===== src/rtl/weight_streamer_pkg.sv =====
// Shared types and derived constants for the FFT twiddle-weight streamer.
package weight_streamer_pkg;

  typedef enum logic [1:0] {
    StIdle   = 2'd0,
    StLoad   = 2'd1,
    StFinish = 2'd2
  } state_e;

  localparam real Pi = 3.14159265358979323846;

  // Butterflies per stage for an N = 2**npoint transform.
  function automatic int unsigned calc_h(input int unsigned npoint);
    return 32'd1 << (npoint - 32'd1);
  endfunction

  // Words streamed per sequence: one twiddle per butterfly per stage.
  function automatic int unsigned calc_total(input int unsigned npoint);
    return npoint * calc_h(npoint);
  endfunction

  // Fixed-point value of 1.0 for a word of the given width.
  function automatic int unsigned calc_scale(input int unsigned width);
    return 32'd1 << (width - 32'd2);
  endfunction

  // Round half away from zero.
  function automatic int round_fix(input real v);
    if (v >= 0.0) return $rtoi(v + 0.5);
    return -$rtoi(-v + 0.5);
  endfunction

endpackage


===== src/rtl/weight_rom.sv =====
// Twiddle table W_N^e for e in 0..H-1, built at elaboration, read combinationally.
module weight_rom
  import weight_streamer_pkg::*;
#(
  parameter int unsigned NPOINT = 3,
  parameter int unsigned WIDTH  = 16
) (
  input  logic        [NPOINT-2:0] e,
  output logic signed [WIDTH-1:0]  w_real,
  output logic signed [WIDTH-1:0]  w_imag
);

  localparam int unsigned H     = calc_h(NPOINT);
  localparam int unsigned N     = 32'd1 << NPOINT;
  localparam real         Scale = real'(calc_scale(WIDTH));

  logic signed [WIDTH-1:0] re_tab [H];
  logic signed [WIDTH-1:0] im_tab [H];

  for (genvar i = 0; i < H; i++) begin : g_tab
    localparam real Ang = 2.0 * Pi * real'(i) / real'(N);
    assign re_tab[i] = WIDTH'(round_fix($cos(Ang) * Scale));
    assign im_tab[i] = WIDTH'(round_fix(-$sin(Ang) * Scale));
  end

  // Table lookup by exponent.
  always_comb begin
    w_real = re_tab[e];
    w_imag = im_tab[e];
  end

endmodule


===== src/rtl/weight_streamer.sv =====
// Streams the per-stage FFT twiddle weights, one registered word per unpaused cycle.
module weight_streamer
  import weight_streamer_pkg::*;
#(
  parameter int unsigned NPOINT = 3,
  parameter int unsigned WIDTH  = 16
) (
  input  logic                    clk,
  input  logic                    rst_n,
  input  logic                    start,
  input  logic                    pause,
  output logic                    busy,
  output logic                    done,
  output logic                    dout_weight_valid,
  output logic signed [WIDTH-1:0] dout_weight_real,
  output logic signed [WIDTH-1:0] dout_weight_imag
);

  localparam int unsigned H     = calc_h(NPOINT);
  localparam int unsigned Total = calc_total(NPOINT);
  localparam int unsigned KW    = $clog2(Total + 1);
  localparam int unsigned EW    = NPOINT - 1;
  localparam logic [KW-1:0] LastK = KW'(Total - 1);

  state_e                  state;
  logic [KW-1:0]           k;
  logic [EW-1:0]           e;
  logic signed [WIDTH-1:0] rom_real;
  logic signed [WIDTH-1:0] rom_imag;
  logic                    emit;
  logic                    last_word;

  weight_rom #(
    .NPOINT(NPOINT),
    .WIDTH (WIDTH)
  ) u_rom (
    .e     (e),
    .w_real(rom_real),
    .w_imag(rom_imag)
  );

  // Exponent of word k: stage s = k/H, butterfly b = k%H, e = (b mod 2**s) << (NPOINT-1-s).
  always_comb begin
    int unsigned kk;
    int unsigned s;
    int unsigned b;
    kk = 32'(k);
    s  = kk / H;
    b  = kk % H;
    e  = EW'((b & ((32'd1 << s) - 32'd1)) << (EW - s));
  end

  // A word leaves on this edge; k is held at 0 in idle so the first word is emitted on the
  // same edge that samples start, keeping back-to-back sequences one cycle apart.
  always_comb begin
    emit      = ((state == StLoad) || ((state == StIdle) && start)) && !pause;
    last_word = (k == LastK);
  end

  // Sequencer: state, word counter and all registered outputs.
  always_ff @(posedge clk or negedge rst_n) begin
    if (!rst_n) begin
      state             <= StIdle;
      k                 <= '0;
      busy              <= 1'b0;
      done              <= 1'b0;
      dout_weight_valid <= 1'b0;
      dout_weight_real  <= '0;
      dout_weight_imag  <= '0;
    end else begin
      done              <= 1'b0;
      dout_weight_valid <= 1'b0;
      if (emit) begin
        dout_weight_valid <= 1'b1;
        dout_weight_real  <= rom_real;
        dout_weight_imag  <= rom_imag;
      end
      unique case (state)
        StIdle: begin
          busy <= start;
          if (start) begin
            if (emit && last_word) begin
              state <= StFinish;
              k     <= '0;
            end else begin
              state <= StLoad;
              k     <= emit ? KW'(1) : '0;
            end
          end
        end
        StLoad: begin
          if (emit) begin
            if (last_word) begin
              state <= StFinish;
              k     <= '0;
            end else begin
              k <= k + KW'(1);
            end
          end
        end
        StFinish: begin
          done  <= 1'b1;
          busy  <= 1'b1;
          state <= StIdle;
        end
        default: state <= StIdle;
      endcase
    end
  end

endmodule


===== config.mk =====
export PLATFORM = sky130hd
export DESIGN_NAME = weight_streamer
export DESIGN_NICKNAME = d
export VERILOG_FILES = /design/src/rtl/weight_streamer_pkg.sv /design/src/rtl/weight_rom.sv /design/src/rtl/weight_streamer.sv
export SDC_FILE = /design/constraint.sdc
export NUM_CORES = 1
export LEC_CHECK = 0
export CAP_MARGIN = 20
export CORE_MARGIN = 1
export CORE_UTILIZATION = 46
export CTS_CLUSTER_DIAMETER = 30
export DETAILED_ROUTE_END_ITERATION = 12
export PLACE_DENSITY = 0.89
export SLEW_MARGIN = 20
export SYNTH_ARGS = -nofsm -noshare
export SYNTH_HDL_FRONTEND = slang
export SYNTH_SLANG_ARGS = --single-unit

===== constraint.sdc =====
create_clock -name clk -period 5.25 [get_ports clk]
set_input_delay 0.7875 -clock clk [delete_from_list [all_inputs] [get_ports clk]]
set_output_delay 0.7875 -clock clk [all_outputs]
set_load 0.05 [all_outputs]

==> results of run 1 <==
-- metal layers --
| layer | vias to the layer above | track usage | part of all wire |
|---|---|---|---|
| met1 | 334 | 0.1613 | 0.39 |
| met4 | 0 | 0.09444 | 0.0082 |
| met5 | - | 0 | 0 |
| met3 | 2 | 0.06296 | 0.082 |
| met2 | 48 | 0.2693 | 0.52 |
| li1 | 334 | - | - |
-- report_power, final --
part | internal [mW] | switching, mW | total, mW
clock network | 0.0424 | 0.0362 | 0.0786
registers | 0.140 | 0.0448 | 0.185
logic | 0.143 | 0.285 | 0.428
total | 0.325 | 0.366 | 0.691
-- through the flow --
step	power (mW)	hold WS, ns
finish	0.6909	0.5251
CTS	0.6947	0.5351
floorplan	0.5319	0.4919
global placement	0.5941	0.4754
detailed placement	0.6134	0.5162
global route	0.7349	0.5694
-- layout by cell type, fill, tap and decap left out, types with 2 or more instances in the layout --
cell type        Yosys  routed
a21oi_1              4       4
clkbuf_4             0       3
clkdlybuf4s50_1      0      33
conb_1               1       5
dfrtp_1             14      14
ha_1                 8       8
inv_1                6       6
mux2_1               2       2
nand2_1              4       4
nand3_1              2       2
nor2_1               6       6
nor2b_1              2       2
o21ai_0              5       5
o21ai_1              5       5
o31ai_1              3       3
or2_1                2       2
or4_1                2       2
-- worst reg2reg max path, stage by stage, from the launching register on --
cell	delay, ns
dfrtp_1	0.48
ha_1	0.26
or3b_1	0.34
a21oi_1	0.20
o21ai_1	0.12
ha_1	0.21
mux2_1	0.28
-- worst max-delay path by stage --
stage / start / to / slack (ns)
floorplan: dout_weight_real[0] / dout_weight_imag[12] / 3.42
finish: dout_weight_real[0] / dout_weight_real[0] / 2.82
CTS: dout_weight_real[0] / dout_weight_real[0] / 2.79
global route: dout_weight_real[0] / dout_weight_imag[0] / 2.70
global placement: pause / k[3] / 3.05
detailed placement: pause / k[3] / 2.96
-- flip-flops by register name, summed over array words and instances, names as in the netlist --
| name | flops |
|---|---|
| dout_weight_real | 4 |
| done | 1 |
| busy | 1 |
| dout_weight_valid | 1 |
| dout_weight_imag | 1 |
| state | 2 |
| k | 4 |
-- cells by family after synthesis --
kind of cell / synth area share
buffers and inverters: 0.2538
and+or+nand+nor: 0.1288
AOI/OAI and AO/OA: 0.1314
DFF: 0.3571
adders and majority gates: 0.1020
muxes: 0.02296
other: 0.003823
-- area by class of cell --
type	instances	area, um^2
Sequential cell	14	350.3
Tap cell	27	33.78
Fill cell	153	812.0
Timing Repair Buffer	33	330.3
Inverter	6	22.52
Multi-Input combinational cell	58	396.6
Clock buffer	4	36.28
==> results.md, run 1 <==
| Parameter | Value | Unit |
|:---|:---|:---|
| Total placed cells including tap cells | 138 | - |
| Mapped cell area | 980.9 | um^2 |
| Outcome | finished clean | - |
| Peak supply drop | 0.0003068 | V |
| Final critical-path share of the clock period | 0.4632 | - |
| Maximum clock insertion buffer count | 2 | - |
| Via count of the first global-routing pass | 587 | - |
| Cell with the most instances after synthesis | buf_4 | - |
| TritonCTS Buffers | 3 | - |
| Area delta synth->final | 19.26 | % |
| Count of hold-fix buffers inserted at cts | 0 | - |
| Number of detailed-routing iterations run before antenna repair | 6 | - |
| Place WS | 2.959 | ns |
| Share of post-route cells with drive strength above 1 | 0.04348 | - |
| DIE WIDTH | 48.18 | um |
| Routed wire length per instance | 12.07 | um |
| Count of buffers from port buffering | 33 | - |
| Final setup vio count | 0 | - |
| Reg clk slew, reported paths | 0.08 | ns |
| Delay-heaviest family, CP | buffers and inverters | - |
| Yosys warning count | 0 | - |
| Cts repair resizes | 0 | - |
| Cell accounting for the most synthesized area | dfrtp_1 | - |
| Tightest Pin Transition | 0.6151 | ns |
| CTS tree | done | - |
| Vias per cell | 5.056 | - |
| Clock H-tree levels | 1 | - |
| Kind of capture point of the worst setup path | output port | - |
| Top-area cell type share of the netlist area | 0.3571 | - |
| Startpoint types | register | - |
| Cell types with the largest area share after synthesis | dfrtp_1 36%, buf_4 21%, ha_1 10% | - |
| Pwr per Cell Area | 590.6 | nW/um^2 |
| Syn_area_per_cell | 9.432 | um^2 |
| Row count | 16 | - |
| Share of synthesized area occupied by flip-flops and latches | 0.3571 | - |
| Crit path buf inv count | 1 | - |
| CP peak stage delay | 0.86 | ns |
| Wire length after detailed routing | 1714 | um |
| Max-slew violation total from the final report | 0 | - |
| DIE AREA | 2321 | um^2 |
| Unrepaired setup endpoints after global routing | no | - |
| Total count of hold-check failures in the final report | 0 | - |
| Flop2flop setup slack | 3.26 | ns |
| Number of post-CTS setup repair buffers | 0 | - |
| End of the worst register-to-register path | dout_weight_real[13] | - |
| Unique masters post-synth | 26 | - |
| Hold endpoint | busy | - |
| Largest driver fanout on the critical path | 11 | - |
| Initial antenna violation count | 0 | - |
| Final worst setup slack | 2.818 | ns |
| Hold-critical path depth | 2 | - |
| Maximum clock frequency | 0.4112 | GHz |
| Critical R2R Launch | k[2] | - |
| Wire length of the first global-routing pass | 2449 | um |
| Total Routing Usage GR | 0.1578 | - |
| Setup skew after layout | 0.007356 | ns |
| Vias after detailed routing | 718 | - |
| Fraction of synthesis flops using an asynchronous set or reset pin | 1.000 | - |
| Normalized max-slew margin | 0.5886 | - |
| Critical setup path kind | reg2out | - |
| Max-cap violations | 0 | - |
| Design area | 1170 | um^2 |
| Placeable core region | 1982 | um^2 |
| Crit path cell chain | clkdlybuf4s50_1 | - |
| Flops & latches, synth | 14 | - |
| Most used flip-flop cell after synthesis | dfrtp_1 | - |
| Final net count | 128 | - |
| CP required | 4.46 | ns |
| Leakage | 0.5179 | nW |
| Post-layout minimum cycle time | 2.432 | ns |
| Clock Sinks | 14 | - |
| Post-synth EDFFs | 0 | - |
| Critical path depth in cells | 1 | - |
| Critical Path Slowest Stage Cell | clkdlybuf4s50_1 | - |
| CP arrival | 1.64 | ns |
| HPWL Detailed | 1352 | um |
| Depth of the most critical reg-to-reg path | 6 | - |
| Largest net degree at the start of global routing | 15 | - |
| Area post-placement | 1134 | um^2 |
| Path type of the worst min-delay path | reg2reg | - |
| Detailed router's first-iteration violation count | 15 | - |
| Layout Utilization | 0.5903 | - |
| Die extent in y | 48.18 | um |
| Leading cell types by count after synthesis | 28 x buf_4, 14 x dfrtp_1, 8 x ha_1, 6 x inv_1, 6 x nor2_1 | - |
| Skew-Pair Late Insertion Delay | 0.29 | ns |
| N_diodes | 0 | - |
| Ports | 39 | - |
| Placer congestion estimate | 0.7996 | - |
| Setup TNS after final layout | 0 | ns |
| Number of DRC violations after detailed routing | 0 | - |
| Effective utilization at floorplan | 0.4949 | - |
| Antenna Nets Post-Route | 0 | - |
| Finished Layout Cells | 142 | - |
| Aggregate global routing overflow | 0 | - |
| Startpoint of the worst hold path | busy | - |
| Master cell of the clock root buffer | clkbuf_4 | - |
| Post-synthesis cell count | 104 | - |
Power figures use the tool's default switching activity.
==> run 2: changes to the inputs <==
--- a/config.mk
+++ b/config.mk
@@ -7,10 +7,10 @@
 export LEC_CHECK = 0
 export CAP_MARGIN = 20
 export CORE_MARGIN = 1
-export CORE_UTILIZATION = 46
+export CORE_UTILIZATION = 43
 export CTS_CLUSTER_DIAMETER = 30
 export DETAILED_ROUTE_END_ITERATION = 12
-export PLACE_DENSITY = 0.89
+export PLACE_DENSITY = 0.84
 export SLEW_MARGIN = 20
 export SYNTH_ARGS = -nofsm -noshare
 export SYNTH_HDL_FRONTEND = slang
==> constraint.sdc (replaced) <==
create_clock -name clk -period 2.4 [get_ports clk]
set_input_delay 0.36 -clock clk [delete_from_list [all_inputs] [get_ports clk]]
set_output_delay 0.36 -clock clk [all_outputs]
set_load 0.05 [all_outputs]
==> results.md, run 2 (same netlist as run 1, synthesis figures left out) <==
| Parameter | Value | Unit |
|:---|:---|:---|
| Total Routing Usage GR | 0.1361 | - |
| Cts repair resizes | 0 | - |
| Vias per cell | 4.894 | - |
| Leakage | 0.5179 | nW |
| Detailed router's first-iteration violation count | 8 | - |
| TritonCTS Buffers | 3 | - |
| Total placed cells including tap cells | 138 | - |
| Setup skew after layout | 0.006064 | ns |
| Top Registers | dout_weight_real: 4 flops, k: 4 flops, state: 2 flops | - |
| Design area | 1170 | um^2 |
| Critical setup path kind | reg2out | - |
| Ports | 39 | - |
| Row count | 16 | - |
| Tightest Pin Transition | 0.5908 | ns |
| N_diodes | 0 | - |
| HPWL Detailed | 1177 | um |
| Post-layout minimum cycle time | 1.995 | ns |
| Effective utilization at floorplan | 0.4757 | - |
| Area delta synth->final | 19.26 | % |
| Finished Layout Cells | 142 | - |
| Peak supply drop | 0.0007834 | V |
| Commonest cells after routing, fill and taps aside | 33 x clkdlybuf4s50_1, 14 x dfrtp_1, 8 x ha_1 | - |
| Aggregate global routing overflow | 0 | - |
| Startpoint types | register | - |
| Wire length after detailed routing | 1528 | um |
| Clock Sinks | 14 | - |
| CP required | 2.04 | ns |
| Normalized max-slew margin | 0.6049 | - |
| Crit path cell chain | clkdlybuf4s50_1 | - |
| Count of filler cells inserted in the layout | 180 | - |
| Count of buffers from port buffering | 33 | - |
| Master cell of the clock root buffer | clkbuf_4 | - |
| Largest driver fanout on the critical path | 11 | - |
| Flop2flop setup slack | 0.47 | ns |
| Final net count | 128 | - |
| CP arrival | 1.64 | ns |
| Initial antenna violation count | 0 | - |
| Largest net degree at the start of global routing | 15 | - |
| Outcome | finished clean | - |
| Pwr Total | 1.488 | mW |
| Placeable core region | 2062 | um^2 |
| Kind of capture point of the worst setup path | output port | - |
| Count of hold-fix buffers inserted at cts | 0 | - |
| DIE AREA | 2476 | um^2 |
| Number of post-CTS setup repair buffers | 0 | - |
| Pwr per Cell Area | 1272 | nW/um^2 |
| Maximum clock frequency | 0.5012 | GHz |
| Final critical-path share of the clock period | 0.8313 | - |
| Unrepaired setup endpoints after global routing | no | - |
| Maximum clock insertion buffer count | 2 | - |
| Clock H-tree levels | 1 | - |
| Path type of the worst min-delay path | in2async | - |
| Wire length of the first global-routing pass | 2497 | um |
| Routed wire length per instance | 10.76 | um |
| Reg clk slew, reported paths | 0.08 | ns |
| Die extent in y | 49.76 | um |
| CP peak stage delay | 0.86 | ns |
| Layout Utilization | 0.5674 | - |
| Via count of the first global-routing pass | 575 | - |
| Placer congestion estimate | 0.8622 | - |
| Crit path buf inv count | 1 | - |
| Number of detailed-routing iterations run before antenna repair | 4 | - |
| Setup TNS after final layout | 0 | ns |
| Max-slew violation total from the final report | 0 | - |
| Max-cap violations | 0 | - |
| Vias after detailed routing | 695 | - |
| Skew-Pair Late Insertion Delay | 0.27 | ns |
| Area post-placement | 1134 | um^2 |
| Share of post-route cells with drive strength above 1 | 0.04348 | - |
| DIE WIDTH | 49.76 | um |
| Antenna Nets Post-Route | 0 | - |
| Delay-heaviest family, CP | buffers and inverters | - |
| Most frequent standard cell in the layout excluding fill and tap cells | clkdlybuf4s50_1 | - |
| Final setup vio count | 0 | - |
| Critical Path Slowest Stage Cell | clkdlybuf4s50_1 | - |
| CTS tree | done | - |
| Total count of hold-check failures in the final report | 0 | - |
| Number of DRC violations after detailed routing | 0 | - |
[run 2: cell counts in the layout (fill, tap and decap cells not counted)]
Identical to the previous run, type by type.
[run 2: final cells by class]
type	count	area [um^2]	area share
multi-input combinational	58	396.6	0.3390
sequential	14	350.3	0.2995
timing repair buffer	33	330.3	0.2824
clock buffer	4	36.28	0.03102
tap	27	33.78	0.02888
inverter	6	22.52	0.01925
[run 2: per-stage QoR]
stage	worst slack, ns	hold WS (ns)
2_1_floorplan	0.5831	0.06441
3_3_place_gp	0.5431	0.4808
3_5_place_dp	0.4596	0.4873
4_1_cts	0.3688	0.4727
5_1_grt	0.3006	0.5115
6_report	0.4049	0.4533
[run 2: report_power, final]
part	leakage, nW	total (mW)	switching, mW	internal, mW
combinational	0.320	0.926	0.614	0.312
clock	0.0210	0.163	0.0703	0.0922
sequential	0.177	0.399	0.0936	0.306
total	0.518	1.49	0.778	0.710
[run 2: metal layers]
metal	vias to the layer above	wire length, um	GRT usage
met3	0	155	0.06481
met5	-	0	0
met4	0	0	0.02857
li1	335	-	-
met1	316	616	0.1589
met2	44	756	0.2252
[run 2: final timing paths]
path                                     start                   end  cells after the start
setup / recovery           dout_weight_real[0]   dout_weight_real[0]                      1
min in group clk                          busy                  busy                      2
hold reg to reg                           busy                  busy                      2
hold / removal                           rst_n   dout_weight_real[0]                      1
setup reg to reg                          k[2]  dout_weight_real[13]                      6
max in group asynchronous                rst_n                  k[2]                      1
==> run 3: changes to the inputs <==
==> constraint.sdc (replaced) <==
create_clock -name clk -period 2.05 [get_ports clk]
set_input_delay 0.3075 -clock clk [delete_from_list [all_inputs] [get_ports clk]]
set_output_delay 0.3075 -clock clk [all_outputs]
set_load 0.05 [all_outputs]
==> results.md, run 3 (same netlist as run 1, synthesis figures left out) <==
| Parameter | Value | Unit |
|:---|:---|:---|
| Final net count | 130 | - |
| Internal power contribution | 842.2 | uW |
| Area post-placement | 1149 | um^2 |
| Final setup vio count | 0 | - |
| Max-slew violation total from the final report | 0 | - |
| Post-layout minimum cycle time | 1.947 | ns |
| Maximum clock frequency | 0.5137 | GHz |
| HPWL Detailed | 1353 | um |
| Unrepaired setup endpoints after global routing | no | - |
| Crit path cell chain | clkdlybuf4s50_1 | - |
| Aggregate global routing overflow | 0 | - |
| Die extent in y | 49.76 | um |
| Vias after detailed routing | 726 | - |
| Number of detailed-routing iterations run before antenna repair | 4 | - |
| Most frequent standard cell in the layout excluding fill and tap cells | clkdlybuf4s50_1 | - |
| Effective utilization at floorplan | 0.4757 | - |
| Skew-Pair Late Insertion Delay | 0.28 | ns |
| Outcome | finished clean | - |
| Worst hold slack | 0.4180 | ns |
| Antenna Nets Post-Route | 0 | - |
| Placer congestion estimate | 0.8742 | - |
| Initial antenna violation count | 0 | - |
| DIE WIDTH | 49.76 | um |
| Fraction of power consumed by combinational cells | 0.623 | - |
| CP peak stage delay | 0.87 | ns |
| Clock H-tree levels | 1 | - |
| Count of buffers from port buffering | 33 | - |
| Setup TNS after final layout | 0 | ns |
| Wire length of the first global-routing pass | 2987 | um |
| Master cell of the clock root buffer | clkbuf_4 | - |
| Reg clk slew, reported paths | 0.08 | ns |
| Top metal layer carrying routed signals | met4 | - |
| Startpoint types | register | - |
| Design area | 1190 | um^2 |
| Detailed router's first-iteration violation count | 10 | - |
| Top Registers | dout_weight_real: 4 flops, k: 4 flops, state: 2 flops | - |
| Delay-heaviest family, CP | buffers and inverters | - |
| CP required | 1.74 | ns |
| CTS tree | done | - |
| Maximum clock insertion buffer count | 2 | - |
| Setup skew after layout | 0.003210 | ns |
| Switching power of the nets | 942.5 | uW |
| Critical Path Slowest Stage Cell | clkdlybuf4s50_1 | - |
| Met3 wirelength from detailed routing | 143 | um |
| Row count | 16 | - |
| DIE AREA | 2476 | um^2 |
| Finished Layout Cells | 144 | - |
| Share of post-route cells with drive strength above 1 | 0.07692 | - |
| Commonest cells after routing, fill and taps aside | 33 x clkdlybuf4s50_1, 13 x dfrtp_1, 8 x ha_1 | - |
| CP arrival | 1.64 | ns |
| Total count of hold-check failures in the final report | 0 | - |
| Ports | 39 | - |
| Final critical-path share of the clock period | 0.9496 | - |
| TritonCTS Buffers | 3 | - |
| Pwr per Cell Area | 1500 | nW/um^2 |
| Routed metal-1 wire length | 738 | um |
| Largest net degree at the start of global routing | 15 | - |
| Clock Sinks | 14 | - |
| Total placed cells including tap cells | 140 | - |
| Leakage | 0.5263 | nW |
| Normalized max-slew margin | 0.5769 | - |
| N_diodes | 0 | - |
| Peak supply drop | 0.0008875 | V |
| Area delta synth->final | 21.30 | % |
| Part of the power in the clock network | 0.110 | - |
| Vias per cell | 5.042 | - |
| Via count of the first global-routing pass | 651 | - |
| Max-cap violations | 0 | - |
| Number of DRC violations after detailed routing | 0 | - |
| Relative contribution of sequential cells to total power | 0.267 | - |
| Tightest Pin Transition | 0.6327 | ns |
| Crit path buf inv count | 1 | - |
| Layout Utilization | 0.5771 | - |
| Critical setup path kind | reg2out | - |
| Wire length after detailed routing | 1868 | um |
| Largest driver fanout on the critical path | 11 | - |
| Placeable core region | 2062 | um^2 |
| Met2 layer wire length in the routed design | 961 | um |
| Routed wire length per instance | 12.97 | um |
| Total Routing Usage GR | 0.1594 | - |
| Kind of capture point of the worst setup path | output port | - |
| Path type of the worst min-delay path | in2async | - |
| Switch share | 0.5281 | - |
-- run 3: cell types whose count changed in the layout (fill, tap and decap cells not counted) --
cell / delta
dfrtp_1: -1
buf_4: +2
a21oi_1: -1
dfrtp_2: +1
a21oi_2: +1
-- run 3: repair_timing --
action / 4_1_cts / 5_1_grt
endpoints found under the setup margin: 0 / 1
gates resized for setup: 0 / 2
buffers inserted: 0 / 0
hold buffers: 0 / 0
-- run 3: power by group through the flow --
stage	clock [mW]	sequential (mW)	combinational, mW
finish	0.195	0.477	1.11
global route	0.211	0.493	1.19
CTS	0.201	0.475	1.10
detailed placement	0	0.480	1.10
global placement	0	0.461	1.06
floorplan	0	0.582	0.781
-- run 3: worst paths after layout --
check | start | to | slack (ns) | depth (start not counted)
max reg2reg | k[2] | dout_weight_real[13] | 0.15 | 6
min in group clk | dout_weight_imag[14] | dout_weight_imag[14] | 0.55 | 2
max | dout_weight_real[0] | dout_weight_real[0] | 0.10 | 1
max in group asynchronous | rst_n | k[2] | 1.19 | 1
min | rst_n | dout_weight_real[0] | 0.42 | 1
min reg2reg | dout_weight_imag[14] | dout_weight_imag[14] | 0.55 | 2
-- run 3: metal layers --
| layer | track usage | up-vias |
|---|---|---|
| met5 | 0 | - |
| met4 | 0.04286 | 0 |
| met3 | 0.03086 | 4 |
| met2 | 0.3041 | 47 |
| met1 | 0.1760 | 332 |
| li1 | - | 343 |
-- run 3: final cells by class --
cell class	count	area, um^2
Fill cell	171	872.1
Clock buffer	4	36.28
Multi-Input combinational cell	58	400.4
Timing Repair Buffer	35	345.3
Inverter	6	22.52
Sequential cell	14	351.6
Tap cell	27	33.78
-- run 3: per-stage QoR --
stage | total power [mW] | worst slack, ns
floorplan | 1.362 | 0.2331
global placement | 1.526 | 0.1899
detailed placement | 1.578 | 0.1043
CTS | 1.778 | 0.06852
global route | 1.890 | 0.02782
finish | 1.785 | 0.1032
